## config.mk

```make
export PLATFORM = sky130hd
export DESIGN_NAME = interval_timer_ctrl
export DESIGN_NICKNAME = d
export VERILOG_FILES = /design/src/rtl/timer_pkg.sv /design/src/rtl/interval_timer_ctrl_counter.sv /design/src/rtl/interval_timer_ctrl.sv
export SDC_FILE = /design/constraint.sdc
export NUM_CORES = 1
export LEC_CHECK = 0
export BUFFER_PORTS_ARGS = -buffer_cell sky130_fd_sc_hd__buf_2
export CORE_MARGIN = 2
export CORE_UTILIZATION = 45
export DETAILED_ROUTE_END_ITERATION = 7
export GPL_TIMING_DRIVEN = 0
export PLACE_DENSITY = 0.66
export SYNTH_ARGS = -nofsm -noshare
export SYNTH_HDL_FRONTEND = slang
export SYNTH_SLANG_ARGS = --single-unit
```

## constraint.sdc

```tcl
create_clock -name CLK -period 3.3 [get_ports CLK]
set_input_delay 0.33 -clock CLK [delete_from_list [all_inputs] [get_ports CLK]]
set_output_delay 0.33 -clock CLK [all_outputs]
set_load 0.01 [all_outputs]
```

## src/rtl/timer_pkg.sv

```systemverilog
// Shared definitions for the interval timer: FSM state encoding and default datapath width.
package timer_pkg;

   localparam int unsigned DEFAULT_BITS = 8;

   // 2'd3 is unused and recovers to StIdle in the FSM default branch.
   typedef enum logic [1:0] {
      StIdle = 2'd0,
      StRun  = 2'd1,
      StDone = 2'd2
   } timer_state_e;

endpackage

```

## src/rtl/interval_timer_ctrl_counter.sv

```systemverilog
// Team Counter datapath: up-counter with synchronous clear (reset) and count enable.
module interval_timer_ctrl_counter
   import timer_pkg::*;
#(
   parameter int unsigned BITS = DEFAULT_BITS
) (
   input  logic            CLK,
   input  logic            enable,
   input  logic            reset,
   output logic [BITS-1:0] count,
   output logic            overflow
);

   logic [BITS-1:0] count_q;

   // No asynchronous reset: the controller holds reset high while idle.
   always_ff @(posedge CLK) begin
      if (reset) begin
         count_q <= '0;
      end else if (enable) begin
         count_q <= count_q + BITS'(1);
      end
   end

   assign count    = count_q;
   assign overflow = enable && !reset && (&count_q);

endmodule

```

## src/rtl/interval_timer_ctrl.sv

```systemverilog
// Interval timer sequencer around one Counter; emits a one-cycle done pulse after a period.
// Optional prescaler (PRESCALE cycles per count step) compiled in with TIMER_PRESCALE_EN.
module interval_timer_ctrl
   import timer_pkg::*;
#(
   parameter int unsigned BITS     = DEFAULT_BITS,
   parameter int unsigned PRESCALE = 4
) (
   input  logic            CLK,
   input  logic            reset_n,
   input  logic            start,
   input  logic            stop,
   input  logic [BITS-1:0] period,
   output logic            busy,
   output logic            done,
   output logic [BITS-1:0] count_out
);

   timer_state_e    state_q, state_d;
   logic [BITS-1:0] period_q;
   logic            load_period;
   logic            step;
   logic            en;
   logic            clr;
   logic [BITS-1:0] count;
   logic            unused_ovf;

`ifdef TIMER_PRESCALE_EN
   localparam int unsigned PsW = (PRESCALE > 1) ? $clog2(PRESCALE) : 1;

   logic [PsW-1:0] ps_q;

   assign step = (ps_q == PsW'(PRESCALE - 1));

   // Held at zero outside RUN so every interval starts a fresh prescale period.
   always_ff @(posedge CLK or negedge reset_n) begin
      if (!reset_n) begin
         ps_q <= '0;
      end else if ((state_q != StRun) || step) begin
         ps_q <= '0;
      end else begin
         ps_q <= ps_q + PsW'(1);
      end
   end
`else
   logic unused_prescale;

   assign step             = 1'b1;
   assign unused_prescale  = ^PRESCALE;
`endif

   always_comb begin
      state_d     = state_q;
      load_period = 1'b0;
      unique case (state_q)
         StIdle, StDone: begin
            if (stop) begin
               state_d = StIdle;
            end else if (start) begin
               if (period != '0) begin
                  state_d     = StRun;
                  load_period = 1'b1;
               end else begin
                  state_d = StDone;
               end
            end else begin
               state_d = StIdle;
            end
         end
         StRun: begin
            if (stop) begin
               state_d = StIdle;
            end else if (step && (count == period_q - BITS'(1))) begin
               state_d = StDone;
            end
         end
         default: state_d = StIdle;
      endcase
   end

   always_ff @(posedge CLK or negedge reset_n) begin
      if (!reset_n) begin
         state_q  <= StIdle;
         period_q <= '0;
      end else begin
         state_q <= state_d;
         if (load_period) begin
            period_q <= period;
         end
      end
   end

   assign clr       = (state_q != StRun);
   assign en        = (state_q == StRun) && step;
   assign busy      = (state_q == StRun);
   assign done      = (state_q == StDone);
   assign count_out = (state_q == StIdle) ? '0 : count;

   interval_timer_ctrl_counter #(
      .BITS (BITS)
   ) u_counter (
      .CLK      (CLK),
      .enable   (en),
      .reset    (clr),
      .count    (count),
      .overflow (unused_ovf)
   );

endmodule

```

# Word level (Yosys, flattened, before mapping)
# Cells that the tools add are included.
# op_classes
n_addsub	2
multipliers	0
div_mod_pow	0
magnitude_cmp	0
eq_ne	5
shifts	0
mux	11
n_bitwise	0
n_reduce_logical	3
# ops
op	n
$mux 2	5
$add 8x1->8 const B	1
$eq 8x8->1	1
$mux 8	1
$reduce_bool 8->1	1
$sub 8x1->8 const B	1
$mux 1	4
$pmux 2 s2	1
$ne 3x2->1 const B	1
$eq 2x1->1 const B	1
$eq 2x2->1 const B	1
$logic_not 2->1	1
$ne 2x1->1 const B	1
$reduce_or 2->1	1
# totals
register_bits	18
latch_bits	0
ramBits	0
mem_bits_ro	0
input_bits	12
out_inout_bits	10
mem_count	0

# Longest topological paths before layout
# Gate-level depths: netlist of the first run.
# logic_depth
depth_word	5
mapped_depth	7
mapped_depth_nobuf	7

# By module
# From an unflattened synthesis of the first run, not the netlist that was laid out.
# unflattened
cells_unflattened	117
hier_area_um2	1082.3
# by_module_without_submodules
module	instances	cells_each	area_each_um2	seq_area_each_um2
interval_timer_ctrl	1	79	728.2	250.2
interval_timer_ctrl_counter	1	38	354.1	160.2

# Least setup slack after synthesis of the first run
# Ideal clock, no wire load.
# synth_timing
path_kind	register to register
startpoint	register period_q[0]
endpoint	register state_q[0]
arrival_time_ps	2069
required_ps	3182
path_slack_ps	1113
path_stages_with_launch	8
period_less_slack_ps	2187
cell_sequence	dfrtp_1 inv_1 ha_1 or3b_4 or4_4 a2111oi_4 o211ai_1 a21o_1
# synth_between
elab_chain_cells	3
# synth_lines
item	line_no	rtl
from (decl)	interval_timer_ctrl.sv:20	logic [BITS-1:0] period_q;
from (signal assigned)	interval_timer_ctrl.sv:88	period_q <= period;
$sub 8x1->8	interval_timer_ctrl.sv:73	end else if (step && (count == period_q - BITS'(1))) begin
$eq 8x8->1	interval_timer_ctrl.sv:73	
$ne 3x2->1 (no source line)	n/a	
to (signal assigned)	interval_timer_ctrl.sv:83	state_q <= StIdle;
to (signal assigned)	interval_timer_ctrl.sv:86	state_q <= state_d;
to (decl)	interval_timer_ctrl.sv:19	timer_state_e state_q, state_d;
# No other way between the ends.
# A chain may end at the register's enable or synchronous reset.

# Worst setup path in the final report of the first run
# layout_timing
startpoint	register period_q[0]
endpoint	register state_q[1]
# Same word-level chain as after synthesis.

==> results.json, run 1 <==
{
  "dr.pass1.iters": 4,
  "syn-mean-instance-area_um2": 9.72,
  "post-route-util": 0.559,
  "hold_violations": 0,
  "wire_per_inst_um": 13.0,
  "worstHoldPathType": "input port to flip-flop",
  "viasPerCell": 5.27,
  "cp-start-kind": "flip-flop",
  "rsz0062_at_grt": "no",
  "area_growth_pct": 17.8,
  "r2r_end": "state_q[1]$_DFFE_PN0P_",
  "cts_sinks": 18,
  "drive_gt1_frac": 0.261,
  "syn-instance-count": 108,
  "irDropWorstVdd_mv": 0.244,
  "antenna_found_initial": 0,
  "rr_worst_depth": 7,
  "drc": 0,
  "clock_tree.buffer_depth": 2,
  "cts-root-buf": "clkbuf_4",
  "gp_congestion": 0.858,
  "crit_path_end_kind": "flip-flop",
  "fin_ws_ns": 0.925,
  "synthDistinctLibCells": 36,
  "dpl.hpwl_mm": 1.65,
  "core_mm2": 0.00221,
  "drt-initial-drc-count": 6,
  "setup_tns_ns": 0,
  "slew_violations": 0,
  "die_x_um": 52.3,
  "grt_pass1_vias": 736,
  "p_leak_uw": 0.000522,
  "dpl_worst_slack_ns": 0.958,
  "drtAntennaViolNets": 0,
  "fin_area_mm2": 0.00124,
  "synth_top_cell_by_area": "dfrtp_1",
  "die_h_um": 52.3,
  "slew_headroom": 0.606,
  "grt_use_met1": 0.248,
  "cts_buffers": 3,
  "rrSetupSlack_ns": 0.92,
  "seq_area_frac_synth": 0.391,
  "port_buffers": 21,
  "grt_remaining_overflow": 0,
  "synthesis.area_mm2": 0.00105,
  "reg2reg_from": "period_q[0]$_DFFE_PN0N_",
  "die-area_mm2": 0.00274,
  "std_cell_rows": 17,
  "clock_skew_ns": 0.000765,
  "cts_max_level": 1,
  "maxCapViolCount": 0,
  "path_class": "flip-flop to flip-flop",
  "finalCriticalPeriod_ns": 2.38,
  "track_usage": 0.175,
  "worstPathMaxFanout": 4,
  "crit_required_ns": 3.52,
  "wirelength_mm": 2.10,
  "crit_end": "state_q[1]$_DFFE_PN0P_",
  "grtUsageMet2": 0.256,
  "powerDensity_mw_per_mm2": 471,
  "grt_pass1_wl_mm": 3.49,
  "fmax_mhz": 421,
  "synthTopCellsByArea": "dfrtp_1, dfxtp_1, xnor2_1",
  "num_antenna_cells": 0,
  "initial_core_util": 0.475,
  "grtUsageMet3": 0.0343,
  "worstPathArrival_ns": 2.59,
  "clock_latency_ns": 0.29,
  "final_nets": 149,
  "grt_max_degree": 11,
  "top_usage_layer": "met2",
  "fillers": 225,
  "finalCritPeriodShare": 0.720,
  "io_pins": 22,
  "ys_ff_latch": 18,
  "synth_nets": 122,
  "placed_area_mm2": 0.00119,
  "tritoncts": "yes",
  "yosysWarnings": 0,
  "vias": 853,
  "crit_start": "period_q[0]$_DFFE_PN0N_",
  "setup_viol": 0,
  "status": "completed",
  "yosysTopAreaCellShare": 0.238,
  "hold_ws_ns": 0.220,
  "clk_pin_slew_ns": 0.10,
  "worst_slew_pin_slew_ns": 0.589
}
==> worst min-delay path by stage <==
stage,startpoint,slack [ns],depth (start not counted),end
CTS,stop,0.21,2,state_q[1]$_DFFE_PN0P_
finish,stop,0.22,2,state_q[1]$_DFFE_PN0P_
global route,stop,0.22,2,state_q[1]$_DFFE_PN0P_
floorplan,reset_n,0.03,0,period_q[0]$_DFFE_PN0N_
global placement,reset_n,0.20,1,period_q[2]$_DFFE_PN0N_
detailed placement,reset_n,0.21,1,period_q[3]$_DFFE_PN0N_
==> placed cells by master (no fill, tap or decap), drive strengths merged, types with 2 or more instances in the layout <==
cell type  Yosys  final
nand2b         2      2
dfxtp          8      8
nor3           2      2
clkbuf         4      8
nand3          4      4
buf            0     21
and2           2      2
o211ai         2      2
nand3b         2      2
dfrtp         10     10
nor2b          9      9
nor2          12     12
xnor2          9      9
or4            4      4
xor2           4      4
ha             2      2
a21o           2      2
or3b           3      3
inv            4      4
o21ai          2      2
and3           2      2
mux2           6      6
nand2          2      2
==> cells by family (layout without fill, tap and decap cells) <==
logic type | after synthesis | after routing | synth area share
flops | 18 | 18 | 0.391
buf+inv | 8 | 34 | 0.0286
fa+ha+maj | 2 | 2 | 0.0238
compound gates | 12 | 12 | 0.102
xor+xnor | 13 | 13 | 0.108
mux | 6 | 6 | 0.0644
simple gates | 49 | 49 | 0.281
==> synth_stat cells (all sizes together) <==
library cell and number:
nor4b 1, a21o 2, nand2 2, nor4bb 1
dfrtp 10, nand2b 2, a32o 1, dfxtp 8
nor4 1, nor2b 9, o221ai 1, and2 2
a21oi 1, ha 2, o2111ai 1, or4 4
inv 4, and3 2, o31ai 1, o211ai 2
and3b 1, or2b 1, xnor2 9, a2111oi 1
nand3 4, xor2 4, nor2 12, or3b 3
o21ai 2, clkbuf 4, nor3 2, mux2 6
nand3b 2
==> worst max-delay path, stage by stage, from the launching register on <==
cell       delay [ns]
dfrtp_1          0.43
inv_1            0.09
ha_1             0.19
or3b_4           0.40
or4_4            0.44
a2111oi_4        0.40
o2111ai_1        0.18
a21oi_1          0.17
==> power by group <==
part	total (uW)	internal, uW	leakage, uW	switching [uW]
sequential	278	246	0.000187	31.7
clock	136	67.2	0.0000210	68.9
combinational	168	82.1	0.000314	86.0
==> cell type report <==
cell class	count	area [um^2]	area share
Timing Repair Buffer	22	115	0.0931
Clock buffer	4	36.3	0.0294
Buffer	4	15.0	0.0121
Multi-Input combinational cell	82	609	0.493
Inverter	4	15.0	0.0121
Tap cell	28	35.0	0.0283
Sequential cell	18	410	0.332
==> per-layer routing <==
layer | vias up | part of all wire
li1 | 429 | -
met1 | 400 | 0.47
met2 | 20 | 0.48
met3 | 4 | 0.043
met4 | 0 | 0.012
met5 | - | 0
==> per-stage QoR <==
stage	power, uW	std cells
after global routing	621	162
after CTS	586	162
after detailed placement	450	157
after floorplan	405	108
after global placement	441	157
final	582	162
==> what timing repair did <==
action	in CTS	in global routing
hold buffers	1	0
endpoints found under the hold margin	10	0
gates resized for setup	0	0
buffers inserted	0	0
==> flip-flops by register name, indices dropped and copies added, names as in the netlist <==
signal / flops
period_q: 8
u_counter.count: 8
state_q: 2
Note: power is estimated with default switching activity, not from simulation.
==> run 2, diff against run 1 <==
PLACE_DENSITY = 0.68   (was 0.66)
clock period = 2.15 ns   (was 3.3 ns; I/O delays follow)
==> run 2 against run 1 <==
  * The flow now finishes with violations (negative setup slack)
  * Maximum frequency is 7.4% higher
  * Setup slack got worse by 0.99 ns
  * Final area increased by 6.1%
  * Die area is the same
  * Sequential power grew 52%
  * Sequential share of layout area is 1.9 points lower
  * Flip-flop and latch count is the same
==> results.json, run 2 (synthesized netlist as in run 1, its figures left out) <==
{
  "cts_sinks": 18,
  "crit_path_end_kind": "flip-flop",
  "status": "complete, but fails checks",
  "p_leak_uw": 0.000554,
  "die_h_um": 52.3,
  "gp_congestion": 0.907,
  "num_antenna_cells": 0,
  "rrSetupSlack_ns": -0.06,
  "area_growth_pct": 24.9,
  "worstPathArrival_ns": 2.42,
  "dpl_worst_slack_ns": -0.127,
  "die_x_um": 52.3,
  "grt_remaining_overflow": 0,
  "cts_buffers": 3,
  "drive_gt1_frac": 0.333,
  "fin_ws_ns": -0.0615,
  "tritoncts": "yes",
  "setup_tns_ns": -0.106,
  "cp-start-kind": "flip-flop",
  "clock_skew_ns": 0.00233,
  "crit_required_ns": 2.36,
  "powerDensity_mw_per_mm2": 732,
  "fin_area_mm2": 0.00131,
  "worstHoldPathType": "input port to flip-flop",
  "hold_end": "state_q[1]$_DFFE_PN0P_",
  "slew_violations": 0,
  "initial_core_util": 0.475,
  "dpl.hpwl_mm": 1.64,
  "wire_per_inst_um": 13.3,
  "slew_headroom": 0.614,
  "post-route-util": 0.593,
  "clock_latency_ns": 0.30,
  "hold_violations": 0,
  "setup_viol": 2,
  "whs_path_depth": 2,
  "port_buffers": 21,
  "grt_pass1_vias": 800,
  "r2r_end": "state_q[0]$_DFFE_PN0P_",
  "finalCriticalPeriod_ns": 2.21,
  "most-common-layout-cells": "buf_2, nor2_1, dfrtp_1",
  "io_pins": 22,
  "rr_worst_depth": 7,
  "clk_pin_slew_ns": 0.11,
  "placed_area_mm2": 0.00119,
  "rsz0062_at_grt": "yes",
  "drt-initial-drc-count": 5,
  "clock_tree.buffer_depth": 2,
  "drtAntennaViolNets": 0,
  "die-area_mm2": 0.00274,
  "grt_pass1_wl_mm": 3.66,
  "path_class": "flip-flop to flip-flop",
  "viasPerCell": 5.16,
  "track_usage": 0.180,
  "vias": 872,
  "wirelength_mm": 2.25,
  "irDropWorstVdd_mv": 0.407,
  "fillers": 209,
  "layout_commonest_cell": "buf_2",
  "antenna_found_initial": 0,
  "finalCritPeriodShare": 1.03,
  "hp-start": "stop",
  "cts-root-buf": "clkbuf_4",
  "dr.pass1.iters": 4,
  "worst_slew_pin_slew_ns": 0.577,
  "final_nets": 156,
  "p_total_uw": 960,
  "std_cell_rows": 17,
  "fmax_mhz": 452,
  "maxCapViolCount": 0,
  "worstPathMaxFanout": 2,
  "reg2reg_from": "period_q[1]$_DFFE_PN0N_",
  "cts_max_level": 1,
  "grt_max_degree": 11,
  "core_mm2": 0.00221,
  "drc": 0,
  "violations": "negative setup slack"
}
==> run 2: cell types whose count changed in the layout (fill, tap and decap cells not counted), sizes merged <==
cell  before  now
buf       21   28
==> run 2: layout make-up <==
class                   count  area, um^2  area share
multi-input cells          82         632       0.482
clock buffers               4        36.3      0.0277
well taps                  28        35.0      0.0267
flip-flops and latches     18         410       0.313
plain buffers               4        15.0      0.0115
inverters                   4        15.0      0.0115
repair buffers             29         168       0.128
==> run 2: timing repair <==
| item | 4_1_cts | 5_1_grt |
|---|---|---|
| hold buffers | 1 | 0 |
| hold endpoints to repair | 10 | 0 |
| endpoints found under the setup margin | 2 | 2 |
| pin swaps | 5 | 3 |
| resized for setup | 4 | 2 |
| buffers inserted | 6 | 1 |
==> run 2: through the flow <==
stage / cells / hold WS (ns)
floorplan: 108 / -0.0806
global route: 169 / 0.0856
CTS: 168 / 0.0773
detailed placement: 157 / 0.0890
global placement: 157 / 0.0835
finish: 169 / 0.0902
==> run 2: power by group <==
group | internal [uW] | switching (uW) | leakage [uW]
logic | 165 | 154 | 0.000346
clock network | 103 | 113 | 0.0000210
registers | 377 | 45.9 | 0.000187
total | 646 | 314 | 0.000554
==> run 2: worst max-delay path by stage <==
stage               slack (ns)                     end                     from  cells past startpoint
floorplan                 0.02  state_q[0]$_DFFE_PN0P_  period_q[0]$_DFFE_PN0N_                      7
global placement         -0.12  state_q[0]$_DFFE_PN0P_  period_q[0]$_DFFE_PN0N_                      7
detailed placement       -0.13  state_q[0]$_DFFE_PN0P_  period_q[0]$_DFFE_PN0N_                      7
CTS                       -0.1  state_q[1]$_DFFE_PN0P_  period_q[1]$_DFFE_PN0N_                      7
global route             -0.17  state_q[0]$_DFFE_PN0P_  period_q[1]$_DFFE_PN0N_                      7
finish                   -0.06  state_q[0]$_DFFE_PN0P_  period_q[1]$_DFFE_PN0N_                      7
==> run 2: worst max-delay path: stages (launching register included) <==
cell and delay, ns:
dfrtp_1 0.41, inv_2 0.08, ha_4 0.13, or3b_4 0.37, or4_4 0.43, a2111oi_4 0.38, o211ai_1 0.14, a21o_1 0.17
==> run 2: layer usage <==
metal / routed length [um] / vias up / part of all wire / GRT usage
met5: 0 / - / 0 / 0
met4: 34 / 0 / 0.015 / 0.0598
met3: 68 / 4 / 0.030 / 0.0314
met2: 1100 / 17 / 0.49 / 0.275
met1: 1050 / 409 / 0.47 / 0.254
li1: - / 442 / - / -
==> run 3, diff against run 2 <==
SYNTH_HIERARCHICAL = 1   (was default)
==> run 3 against run 2 <==
  * The run now ends clean
  * Register-to-register slack gained 0.20 ns
  * Largest cell class unchanged
  * Core utilization shrank 3.3 points
  * Clock-buffer cell count decreased by 1
  * Largest power group is now combinational cells
  * Critical path type unchanged
  * Sequential power up 33%
  * Cell count is 0.59% higher
  * Maximum frequency increased by 10%
==> results.json, run 3 <==
{
  "area_growth_pct": 16.4,
  "grt_pass1_wl_mm": 3.79,
  "final_nets": 157,
  "drive_gt1_frac": 0.268,
  "worstPathMaxFanout": 4,
  "rr_worst_depth": 7,
  "rsz0062_at_grt": "no",
  "gp_congestion": 0.757,
  "io_pins": 22,
  "synthesis.area_mm2": 0.00107,
  "clock_tree.buffer_depth": 2,
  "max_stage_delay_ns": 0.47,
  "hp-start": "stop",
  "drtAntennaViolNets": 0,
  "reg2reg_from": "period_q[0]$_DFFE_PN0N_",
  "cts_max_level": 1,
  "crit_start": "period_q[0]$_DFFE_PN0N_",
  "tritoncts": "yes",
  "cts_buffers": 3,
  "initial_core_util": 0.481,
  "cts-root-buf": "clkbuf_4",
  "slew_headroom": 0.660,
  "cts_sinks": 18,
  "crit_chain": "inv_1, ha_1, or3b_2, nor3_1, xnor2_1, a211oi_2, a31o_1",
  "dr.pass1.iters": 4,
  "die_h_um": 52.8,
  "fin_area_mm2": 0.00125,
  "finalNonFillerCells": 170,
  "track_usage": 0.188,
  "worstPathArrival_ns": 2.25,
  "grt_remaining_overflow": 0,
  "clock_skew_ns": 0.00237,
  "die-area_mm2": 0.00279,
  "p_leak_uw": 0.000546,
  "worst_slew_pin_slew_ns": 0.508,
  "synth_nets": 130,
  "die_x_um": 52.8,
  "crit_required_ns": 2.39,
  "most-common-layout-cells": "buf_2, nor2_1, nor2b_1, dfrtp_1, nand2_1",
  "crit_path_end_kind": "flip-flop",
  "placed_area_mm2": 0.00121,
  "std_cell_rows": 17,
  "wirelength_mm": 2.24,
  "place_inst": 165,
  "maxCapViolCount": 0,
  "cpMaxStageDelayCell": "or3b_2",
  "hold_violations": 0,
  "irDropWorstVdd_mv": 0.682,
  "r2r_end": "state_q[1]$_DFFE_PN0P_",
  "rrSetupSlack_ns": 0.14,
  "powerDensity_mw_per_mm2": 1070,
  "path_class": "flip-flop to flip-flop",
  "viasPerCell": 5.45,
  "port_buffers": 21,
  "layout_commonest_cell": "buf_2",
  "grt_pass1_vias": 850,
  "core_mm2": 0.00223,
  "finalCritPeriodShare": 0.934,
  "setup_tns_ns": 0,
  "slew_violations": 0,
  "crit_end": "state_q[1]$_DFFE_PN0P_",
  "setup_viol": 0,
  "cp-start-kind": "flip-flop",
  "syn-instance-count": 116,
  "whs_path_depth": 2,
  "grt_max_degree": 11,
  "vias": 926,
  "syn-mean-instance-area_um2": 9.25,
  "clock_latency_ns": 0.29,
  "dpl.hpwl_mm": 1.77,
  "drc": 0,
  "status": "completed",
  "drt-initial-drc-count": 14,
  "num_antenna_cells": 0,
  "wire_per_inst_um": 13.2,
  "fmax_mhz": 498,
  "yosysWarnings": 6,
  "antenna_found_initial": 0,
  "finalCriticalPeriod_ns": 2.01,
  "clk_pin_slew_ns": 0.11,
  "worstHoldPathType": "input port to flip-flop"
}
run 3: cell types whose count changed in the layout (fill, tap and decap cells not counted), moves of 3 or more:
cell and delta:
or3_1 +3, a21oi_1 +4, o21ai_0 +4, buf_4 -6, or4_1 -3, nand2_1 +7
run 3: what timing repair did:
action | 4_1_cts | 5_1_grt
hold buffers | 1 | 0
resized for setup | 0 | 0
endpoints found under the hold margin | 10 | 0
buffers inserted | 0 | 0
endpoints found under the setup margin | 0 | 1
run 3: final cells by class:
type	instances	area, um^2
buffer	3	15.0
clock buffer	3	22.5
clock inverter	1	3.75
fill	223	983
inverter	4	15.0
multi-input combinational	91	633
sequential	18	410
tap	28	35.0
timing repair buffer	22	115
run 3: worst max-delay path, delay by kind of cell, from the launching register on:
family / cells / cell delay [ns]
AND/OR/NAND/NOR: 2 / 0.67
AO/OA/AOI/OAI: 2 / 0.44
flip-flops: 1 / 0.43
adder cells (fa/ha/maj): 1 / 0.20
XOR/XNOR: 1 / 0.12
buffers and inverters: 1 / 0.09
run 3: layer usage:
metal | global-route usage | part of all wire | wire length [um] | vias up
met5 | 0 | 0 | 0 | -
met4 | 0.0769 | 0.0076 | 17 | 0
met3 | 0.0343 | 0.027 | 60 | 2
met2 | 0.304 | 0.51 | 1150 | 10
met1 | 0.245 | 0.45 | 1010 | 452
li1 | - | - | - | 462
run 3: where the power goes:
part | leakage (uW) | internal, uW | switching [uW]
logic | 0.000345 | 298 | 300
registers | 0.000186 | 435 | 129
clock network | 0.0000154 | 67.5 | 109
total | 0.000546 | 801 | 537
run 3: worst min-delay path by stage:
stage | endpoint | slack (ns)
floorplan | period_q[0]$_DFFE_PN0N_ | -0.08
global placement | period_q[3]$_DFFE_PN0N_ | 0.08
detailed placement | period_q[3]$_DFFE_PN0N_ | 0.09
CTS | state_q[0]$_DFFE_PN0P_ | 0.11
global route | state_q[0]$_DFFE_PN0P_ | 0.13
finish | state_q[0]$_DFFE_PN0P_ | 0.13
run 3: stage by stage:
| step | setup WS, ns | total power, uW | util | hold WS (ns) |
|---|---|---|---|---|
| 2_1_floorplan | 0.331 | 1020 | - | -0.0806 |
| 3_5_place_dp | 0.122 | 1180 | 0.543 | 0.0865 |
| 3_3_place_gp | 0.185 | 1150 | 0.543 | 0.0806 |
| 4_1_cts | 0.0921 | 1350 | 0.560 | 0.115 |
| 5_1_grt | 0.0354 | 1450 | 0.560 | 0.132 |
| 6_report | 0.141 | 1340 | 0.560 | 0.125 |
